--- config.mk ---
export PLATFORM = sky130hd
export DESIGN_NAME = mem_arbiter_flat
export DESIGN_NICKNAME = d
export VERILOG_FILES = /design/src/rtl/mem_arbiter_if.sv /design/src/rtl/mem_arbiter.sv /design/src/flat_wrapper.sv
export SDC_FILE = /design/constraint.sdc
export NUM_CORES = 1
export LEC_CHECK = 0
export ABC_AREA = 1
export BUFFER_PORTS_ARGS = -buffer_cell sky130_fd_sc_hd__buf_4
export CORE_AREA = 10 10 127 141
export DETAILED_ROUTE_END_ITERATION = 7
export DIE_AREA = 0 0 137 151
export HOLD_SLACK_MARGIN = 0.1
export PLACE_DENSITY_LB_ADDON = 0.05
export RECOVER_POWER = 100
export SYNTH_ARGS = -nofsm -noshare
export SYNTH_HDL_FRONTEND = slang
export SYNTH_SLANG_ARGS = --single-unit
--- constraint.sdc ---
create_clock -name clk -period 3.9 [get_ports clk]
set_clock_uncertainty 0.15 [all_clocks]
set_input_delay 0.195 -clock clk [delete_from_list [all_inputs] [get_ports clk]]
set_output_delay 0.195 -clock clk [all_outputs]
set_load 0.02 [all_outputs]
--- src/rtl/mem_arbiter_if.sv ---
// Signal bundle between the I/D requesters, the arbiter and the shared slow memory.
// slave is the arbiter's view; master is the requester/memory side.
interface mem_arbiter_if;
  logic        i_req;
  logic [31:0] i_addr;
  logic        i_rdy;
  logic [31:0] i_data;

  logic        d_req;
  logic        d_we;
  logic [31:0] d_addr;
  logic [31:0] d_wdata;
  logic        d_rdy;
  logic [31:0] d_data;

  logic        mem_en;
  logic [31:0] mem_addr;
  logic        mem_we;
  logic [31:0] mem_wdata;
  logic [31:0] mem_rdata;
  logic        mem_rdy;

  logic        err;

  modport slave (
    input  i_req, i_addr, d_req, d_we, d_addr, d_wdata, mem_rdata, mem_rdy,
    output i_rdy, i_data, d_rdy, d_data, mem_en, mem_addr, mem_we, mem_wdata, err
  );

  modport master (
    output i_req, i_addr, d_req, d_we, d_addr, d_wdata, mem_rdata, mem_rdy,
    input  i_rdy, i_data, d_rdy, d_data, mem_en, mem_addr, mem_we, mem_wdata, err
  );
endinterface

--- src/rtl/mem_arbiter.sv ---
// Round-robin arbiter sharing one fixed-latency memory between an I-refill port and a D port,
// with a sticky watchdog error for a memory that never answers.
module mem_arbiter #(
  parameter int MAX_WAIT = 16,
  parameter int CW       = 5
) (
  input logic          clk,
  input logic          reset,
  mem_arbiter_if.slave bus
);

  typedef enum logic [1:0] {IDLE, BUSY_I, BUSY_D, RELEASE} state_t;
  typedef enum logic {PORT_I, PORT_D} port_t;

  localparam logic [CW-1:0] LAST_WAIT = CW'(MAX_WAIT - 1);

  state_t      state;
  port_t       last;
  logic [CW-1:0] wait_cnt;
  logic [31:0] addr_q;
  logic [31:0] wdata_q;
  logic        we_q;
  logic [31:0] i_data_q;
  logic [31:0] d_data_q;
  logic        i_rdy_q;
  logic        d_rdy_q;
  logic        err_q;

  logic busy;
  logic grant_i;
  logic grant_d;
  logic timeout;

  assign busy    = (state == BUSY_I) || (state == BUSY_D);
  // When both ask, the port that was served last yields.
  assign grant_i = bus.i_req && (!bus.d_req || last == PORT_D);
  assign grant_d = bus.d_req && !grant_i;
  assign timeout = (wait_cnt == LAST_WAIT);

  // NOTE: every register below uses non-blocking assignment so all state updates
  // see pre-edge values, regardless of statement order.
  always_ff @(posedge clk or posedge reset) begin
    if (reset) begin
      state    <= IDLE;
      last     <= PORT_D;
      wait_cnt <= '0;
      addr_q   <= '0;
      wdata_q  <= '0;
      we_q     <= 1'b0;
      i_data_q <= '0;
      d_data_q <= '0;
      i_rdy_q  <= 1'b0;
      d_rdy_q  <= 1'b0;
      err_q    <= 1'b0;
    end else begin
      case (state)
        IDLE: begin
          wait_cnt <= '0;
          if (grant_i) begin
            addr_q <= bus.i_addr;
            we_q   <= 1'b0;
            last   <= PORT_I;
            state  <= BUSY_I;
          end else if (grant_d) begin
            addr_q  <= bus.d_addr;
            we_q    <= bus.d_we;
            wdata_q <= bus.d_wdata;
            last    <= PORT_D;
            state   <= BUSY_D;
          end
        end

        BUSY_I, BUSY_D: begin
          if (!timeout) wait_cnt <= wait_cnt + CW'(1);
          // A ready on the final allowed cycle still counts as a normal completion.
          if (bus.mem_rdy) begin
            if (state == BUSY_I) begin
              i_data_q <= bus.mem_rdata;
              i_rdy_q  <= 1'b1;
            end else begin
              if (!we_q) d_data_q <= bus.mem_rdata;
              d_rdy_q <= 1'b1;
            end
            state <= RELEASE;
          end else if (timeout) begin
            if (state == BUSY_I) begin
              i_data_q <= '0;
              i_rdy_q  <= 1'b1;
            end else begin
              if (!we_q) d_data_q <= '0;
              d_rdy_q <= 1'b1;
            end
            err_q <= 1'b1;
            state <= RELEASE;
          end
        end

        RELEASE: begin
          i_rdy_q <= 1'b0;
          d_rdy_q <= 1'b0;
          state   <= IDLE;
        end
      endcase
    end
  end

  assign bus.mem_en    = busy;
  assign bus.mem_we    = we_q && (state == BUSY_D);
  assign bus.mem_addr  = addr_q;
  assign bus.mem_wdata = wdata_q;
  assign bus.i_rdy     = i_rdy_q;
  assign bus.i_data    = i_data_q;
  assign bus.d_rdy     = d_rdy_q;
  assign bus.d_data    = d_data_q;
  assign bus.err       = err_q;

endmodule

--- src/flat_wrapper.sv ---
// flat-port wrapper written by rule: the top's interface ports become plain ports
module mem_arbiter_flat 
#(
  parameter int MAX_WAIT = 16,
  parameter int CW       = 5
)
  (clk, reset, bus_i_req, bus_i_addr, bus_d_req, bus_d_we, bus_d_addr, bus_d_wdata, bus_mem_rdata, bus_mem_rdy, bus_i_rdy, bus_i_data, bus_d_rdy, bus_d_data, bus_mem_en, bus_mem_addr, bus_mem_we, bus_mem_wdata, bus_err);
  mem_arbiter_if bus_i ();
  input logic clk;
  input logic reset;
  input wire logic [$bits(bus_i.i_req)-1:0] bus_i_req;
  input wire logic [$bits(bus_i.i_addr)-1:0] bus_i_addr;
  input wire logic [$bits(bus_i.d_req)-1:0] bus_d_req;
  input wire logic [$bits(bus_i.d_we)-1:0] bus_d_we;
  input wire logic [$bits(bus_i.d_addr)-1:0] bus_d_addr;
  input wire logic [$bits(bus_i.d_wdata)-1:0] bus_d_wdata;
  input wire logic [$bits(bus_i.mem_rdata)-1:0] bus_mem_rdata;
  input wire logic [$bits(bus_i.mem_rdy)-1:0] bus_mem_rdy;
  output wire logic [$bits(bus_i.i_rdy)-1:0] bus_i_rdy;
  output wire logic [$bits(bus_i.i_data)-1:0] bus_i_data;
  output wire logic [$bits(bus_i.d_rdy)-1:0] bus_d_rdy;
  output wire logic [$bits(bus_i.d_data)-1:0] bus_d_data;
  output wire logic [$bits(bus_i.mem_en)-1:0] bus_mem_en;
  output wire logic [$bits(bus_i.mem_addr)-1:0] bus_mem_addr;
  output wire logic [$bits(bus_i.mem_we)-1:0] bus_mem_we;
  output wire logic [$bits(bus_i.mem_wdata)-1:0] bus_mem_wdata;
  output wire logic [$bits(bus_i.err)-1:0] bus_err;
  assign bus_i.i_req = bus_i_req;
  assign bus_i.i_addr = bus_i_addr;
  assign bus_i.d_req = bus_d_req;
  assign bus_i.d_we = bus_d_we;
  assign bus_i.d_addr = bus_d_addr;
  assign bus_i.d_wdata = bus_d_wdata;
  assign bus_i.mem_rdata = bus_mem_rdata;
  assign bus_i.mem_rdy = bus_mem_rdy;
  assign bus_i_rdy = bus_i.i_rdy;
  assign bus_i_data = bus_i.i_data;
  assign bus_d_rdy = bus_i.d_rdy;
  assign bus_d_data = bus_i.d_data;
  assign bus_mem_en = bus_i.mem_en;
  assign bus_mem_addr = bus_i.mem_addr;
  assign bus_mem_we = bus_i.mem_we;
  assign bus_mem_wdata = bus_i.mem_wdata;
  assign bus_err = bus_i.err;
  mem_arbiter #(.MAX_WAIT(MAX_WAIT), .CW(CW)) u_core (.clk(clk), .reset(reset), .bus(bus_i));
endmodule
Word level (Yosys, flattened, before mapping) --
Index checks and enable logic that the tools add are counted.
Word-level totals: flip-flop bits (word level) 140, bits in latches 0, RAM bits 0, ROM bits 0, input bits 134, output and inout port bits 133, word-level logic and storage cells 75, memories 0
Operators by class: add/sub/neg operators 1, multiply operators 0, divide/modulo/power cells 0, order comparisons 0, eq/ne operators 7, shifts and indexed selects 0, muxes and demuxes 31, bitwise gates (word level) 4, reductions and logical operators 21
Operators by type and width (count):
- 2-to-1 mux 32 bit | 12
- 2-to-1 mux 1 bit | 10
- case mux 5 bit (2 select lines) | 1
- AND reduction 3 bit | 3
- 2-to-1 mux 2 bit | 4
- AND reduction 2 bit | 4
- nonzero test 2 bit | 4
- case mux 2 bit (3 select lines) | 1
- adder 5 x 1 -> 5 bit (second input constant) | 1
- equality test 5 x 4 -> 1 bit (second input constant) | 1
- 2-to-1 mux 5 bit | 1
- equality test 2 bit (second input constant) | 2
- NOT 1 bit | 4
- case mux 1 bit (2 select lines) | 2
- AND reduction 4 bit | 1
- logical AND 1 bit | 3
- inequality test 3 x 1 -> 1 bit (second input constant) | 1
- inequality test 3 x 2 -> 1 bit (second input constant) | 1
- equality test 2 x 1 -> 1 bit (second input constant) | 1
- logical NOT 1 bit | 2
- logical NOT 2 bit | 1
- logical OR 1 bit | 2
- inequality test 2 bit (second input constant) | 1
- OR reduction 2 bit | 1

Logic depth before layout (Yosys ltp) --
depth after elaboration 8, mapped depth 10, mapped depth without buffers 10

Worst setup path after synthesis --
OpenSTA, ideal clock, no wires.
path kind register to register, start register u_core.state[0], end register u_core.i_data_q[0], in the netlist u_core.bus.i_data[0], library setup time 117 ps, data arrival time 1729 ps, data required time 3633 ps, slack 1904 ps, stages on the path, launching flop included 7, buffers on the path 1, clock period less this slack 1996 ps, cells stage by stage dfrtp_1 inv_1 ha_1 inv_2 nor3_4 buf_6 o21ai_2
On the way: word-level cells in the longest chain between the ends 3, elaborated cells on any way between the ends 4, classes of those cells eq/ne (2); reduce/logical (2)
Ends and longest elaborated chain:
- start, declared | RTL line mem_arbiter.sv:17 | state_t state;
- start signal, assigned | RTL line mem_arbiter.sv:44 | state <= IDLE;
- start signal, assigned | RTL line mem_arbiter.sv:63 | state <= BUSY_I;
- start signal, assigned | RTL line mem_arbiter.sv:69 | state <= BUSY_D;
- equality test 2 x 1 -> 1 bit or equality test 2 bit (tied branches) | RTL line mem_arbiter.sv:56, mem_arbiter.sv:77, mem_arbiter.sv:86
- OR reduction 2 bit | RTL line mem_arbiter.sv:56 | case (state)
- AND reduction 3 bit (no source line) (*)
- end signal, assigned | RTL line mem_arbiter.sv:78 | i_data_q <= bus.mem_rdata;
- end, declared | RTL line mem_arbiter.sv:23 | logic [31:0] i_data_q;
Mark *: on every way between the ends. The rest lies on a longest branch, timed or not. A chain may end at the register's enable or synchronous reset.

Worst setup path in the final report --
start register u_core.wait_cnt[0], end register u_core.d_data_q[12], in the netlist u_core.bus.d_data[12]
On the way: word-level cells in the longest chain between the ends 3
Ends and longest elaborated chain:
- start, declared | RTL line mem_arbiter.sv:19 | logic [CW-1:0] wait_cnt;
- start signal, assigned | RTL line mem_arbiter.sv:74 | if (!timeout) wait_cnt <= wait_cnt + CW'(1);
- equality test 5 x 4 -> 1 bit | RTL line mem_arbiter.sv:38 | assign timeout = (wait_cnt == LAST_WAIT);
- nonzero test 2 bit (no source line)
- AND reduction 4 bit (no source line)
- end signal, assigned | RTL line mem_arbiter.sv:81 | if (!we_q) d_data_q <= bus.mem_rdata;
- end, declared | RTL line mem_arbiter.sv:24 | logic [31:0] d_data_q;
Every way passes these cells.

==> run metrics <==
status=complete, but fails checks; failing checks=max-capacitance violations, max-slew violations; Slew Limit Fails=206; CTS sink cnt=140; fillers=1415; Setup violations, final=0; Worst R2R Start=u_core.wait_cnt[0]; unrepaired setup endpoints after global routing=false; met3 routed WL=1480 µm; Top Layer Used=met4; worst-skew pair later-pin latency=0.42 ns; share of layout cells above drive strength 1=15.1%; post-synthesis cell type count=23; Yosys reg bits=140; port bufs=266; first-pass iteration count of the detailed router=4; Final Hold Fails=0; Critical Path RT=4.03 ns; drt drc=0; GRT Total Usage=20.4%; first-pass GRT wire length=33500 µm; DR iter-0 viols=418; CP startpoint=u_core.wait_cnt[0]; Routed WL=21400 µm; sequential-to-total area share from yosys stat=54.0%; Hold Startpoint=bus_i_req; met2 WL=10600 µm; synth warn=0; remaining global-route overflow=0; adder-cell share of the synthesized area=1.16%; Root Buffer=clkbuf_16; Synth Net Count=915; PwrDens=763 nW/µm²; fraction of synthesized area in multiplexers=0%; CTS tree=built; worst path arrival time=3.21 ns; max-cap viol count=2; Final Util=65.9%; Hold Path Class=in2reg; setup_tns=0 ns; CP Class=reg2reg; IR drop worst, VDD=0.000375 V; DPL Wire Length=13900 µm; Setup Buffers After CTS=0; Mean Syn Cell Area=8.38 µm²; CTS clk-pin slew, worst paths=0.06 ns; DR vias/cell=4.64; routed len/inst=15.6 µm; antenna-violating nets left=0; # rows=47; largest family of logic cells by synthesized area=simple AND/OR/NAND/NOR gates; Num CTS Buffers=17; vias=6334; met1 WL=8630 µm; Die Width=137 µm; Net count, final=1296; largest net degree at the start of global routing=141; slew margin rel.=-30.0%; Pleak=5.05 nW; GP Congestion=0.776; initial antenna violation count=0; Synth Area in XOR/XNOR=0%; simple-gate area share of the yosys netlist=26.9%; DIE AREA=20700 µm²; vias in the first global route=6505; Least-Margin Pin Slew=1.95 ns; Die Y=151 µm; Mapped Area=6490 µm²; Syn Inst Count=775; crit path launch type=flop; Core ar.=14900 µm²; H-tree depth=4; commonest non-fill, non-tap cell in the layout=nand2_1; post-route minimum period=3.07 ns; # IOs=267; most frequent cells in the layout=nand2_1 (284), dfrtp_1 (139), clkbuf_1 (136), buf_4 (136), dlygate4sd3_1 (132); Starting Density=43.5%; Final period util=78.8%; maximum clock frequency=0.325 GHz; worst-path fanout max=64; complex-gate fraction of the synthesized area=7.44%; crit path capture type=flop; CTS Buffer Depth=2; Area Growth Syn to Fin=51.7%
state kept, by name (all words and copies together), names as in the netlist, named ones only:
register              flops
u_core.bus.err            1
u_core.bus.mem_wdata     32
u_core.bus.d_data        32
u_core.state              2
u_core.last               1
u_core.bus.i_data        32
u_core.wait_cnt           5
u_core.bus.mem_addr      32
u_core.we_q               1
u_core.bus.d_rdy          1
metal layers:
layer,vias up,GRT usage (%)
met5,-,0
met4,0,8.70
met3,44,6.69
met2,198,34.7
met1,2949,22.8
li1,3143,-
synth_stat cells:
| master | number | area [µm²] |
|---|---|---|
| nor3_4 | 1 | 16.3 |
| dfstp_2 | 1 | 26.3 |
| o22ai_1 | 2 | 12.5 |
| nor2_8 | 1 | 20.0 |
| clkbuf_1 | 14 | 52.6 |
| o21ai_0 | 38 | 190 |
| dfrtp_1 | 139 | 3480 |
| o21bai_1 | 1 | 7.51 |
| o21ai_2 | 30 | 263 |
| ha_1 | 6 | 75.1 |
| buf_4 | 5 | 37.5 |
| inv_1 | 112 | 420 |
| buf_2 | 17 | 85.1 |
| nor2_2 | 1 | 6.26 |
| nor2_1 | 8 | 30.0 |
| clkbuf_8 | 1 | 13.8 |
| nand3b_1 | 33 | 248 |
| buf_6 | 6 | 67.6 |
| nand4_1 | 2 | 12.5 |
| inv_2 | 1 | 3.75 |
| nand3_1 | 69 | 345 |
| nand2_1 | 285 | 1070 |
| a21oi_1 | 2 | 10.0 |
logic make-up (layout without fill, tap and decap cells):
family          Yosys count  in the layout
simple gates            400            400
buf+inv                 156            550
flops                   140            140
compound gates           73             73
fa+ha+maj                 6              6
other cells               0              1
where the power goes:
part           internal (mW)  leakage, nW  switching [mW]
Combinational           1.03         2.98            2.27
Sequential              2.15         1.77           0.373
Clock                   1.08        0.306           0.610
through the flow:
| step | area (µm²) | setup slack (ns) | std cells | hold slack, ns | power (mW) |
|---|---|---|---|---|---|
| 6_report | 9850 | 0.827 | 1366 | 0.200 | 7.52 |
| 2_1_floorplan | 6490 | 1.81 | 775 | 0.186 | 4.72 |
| 3_5_place_dp | 8560 | 1.31 | 1201 | 0.282 | 6.31 |
| 5_1_grt | 9850 | 0.480 | 1365 | 0.208 | 8.07 |
| 4_1_cts | 10500 | 1.10 | 1365 | 0.177 | 8.27 |
| 3_3_place_gp | 8560 | 1.39 | 1201 | 0.278 | 6.26 |
layout make-up:
type                    count  area (µm²)  share of cell area, %
diodes                      1        2.50                 0.0254
clock buffers              19         443                   4.50
clock inverters            13         171                   1.74
inverters                 113         428                   4.34
multi-input cells         479        2190                   22.3
flip-flops and latches    140        3500                   35.6
well taps                 196         245                   2.49
repair buffers            405        2860                   29.1
critical path, stage by stage (launching register included):
cell and delay (ns):
dfrtp_1 0.38, ha_1 0.18, nand2_1 0.07, nor2_1 0.10, ha_1 0.32, nor2_8 0.04
nor2_1 0.09, nand2_1 1.01, o21ai_0 0.59
path summary, 6_finish.rpt:
kind	to	slack, ns	cells after the start
setup / recovery	u_core.bus.d_data[12]	0.83	8
hold / removal	u_core.state[0]	0.20	5
min in group asynchronous	u_core.bus.d_data[21]	0.83	4
setup reg to reg	u_core.bus.d_data[12]	0.83	8
max in group asynchronous	u_core.bus.mem_addr[15]	1.46	4
hold reg to reg	u_core.bus.d_rdy	0.32	2
what timing repair did:
action	CTS	global route
endpoints found under the hold margin	271	0
hold buffers	132	0
gates resized for setup	0	0
No activity file was read; power rests on OpenSTA's default activity.
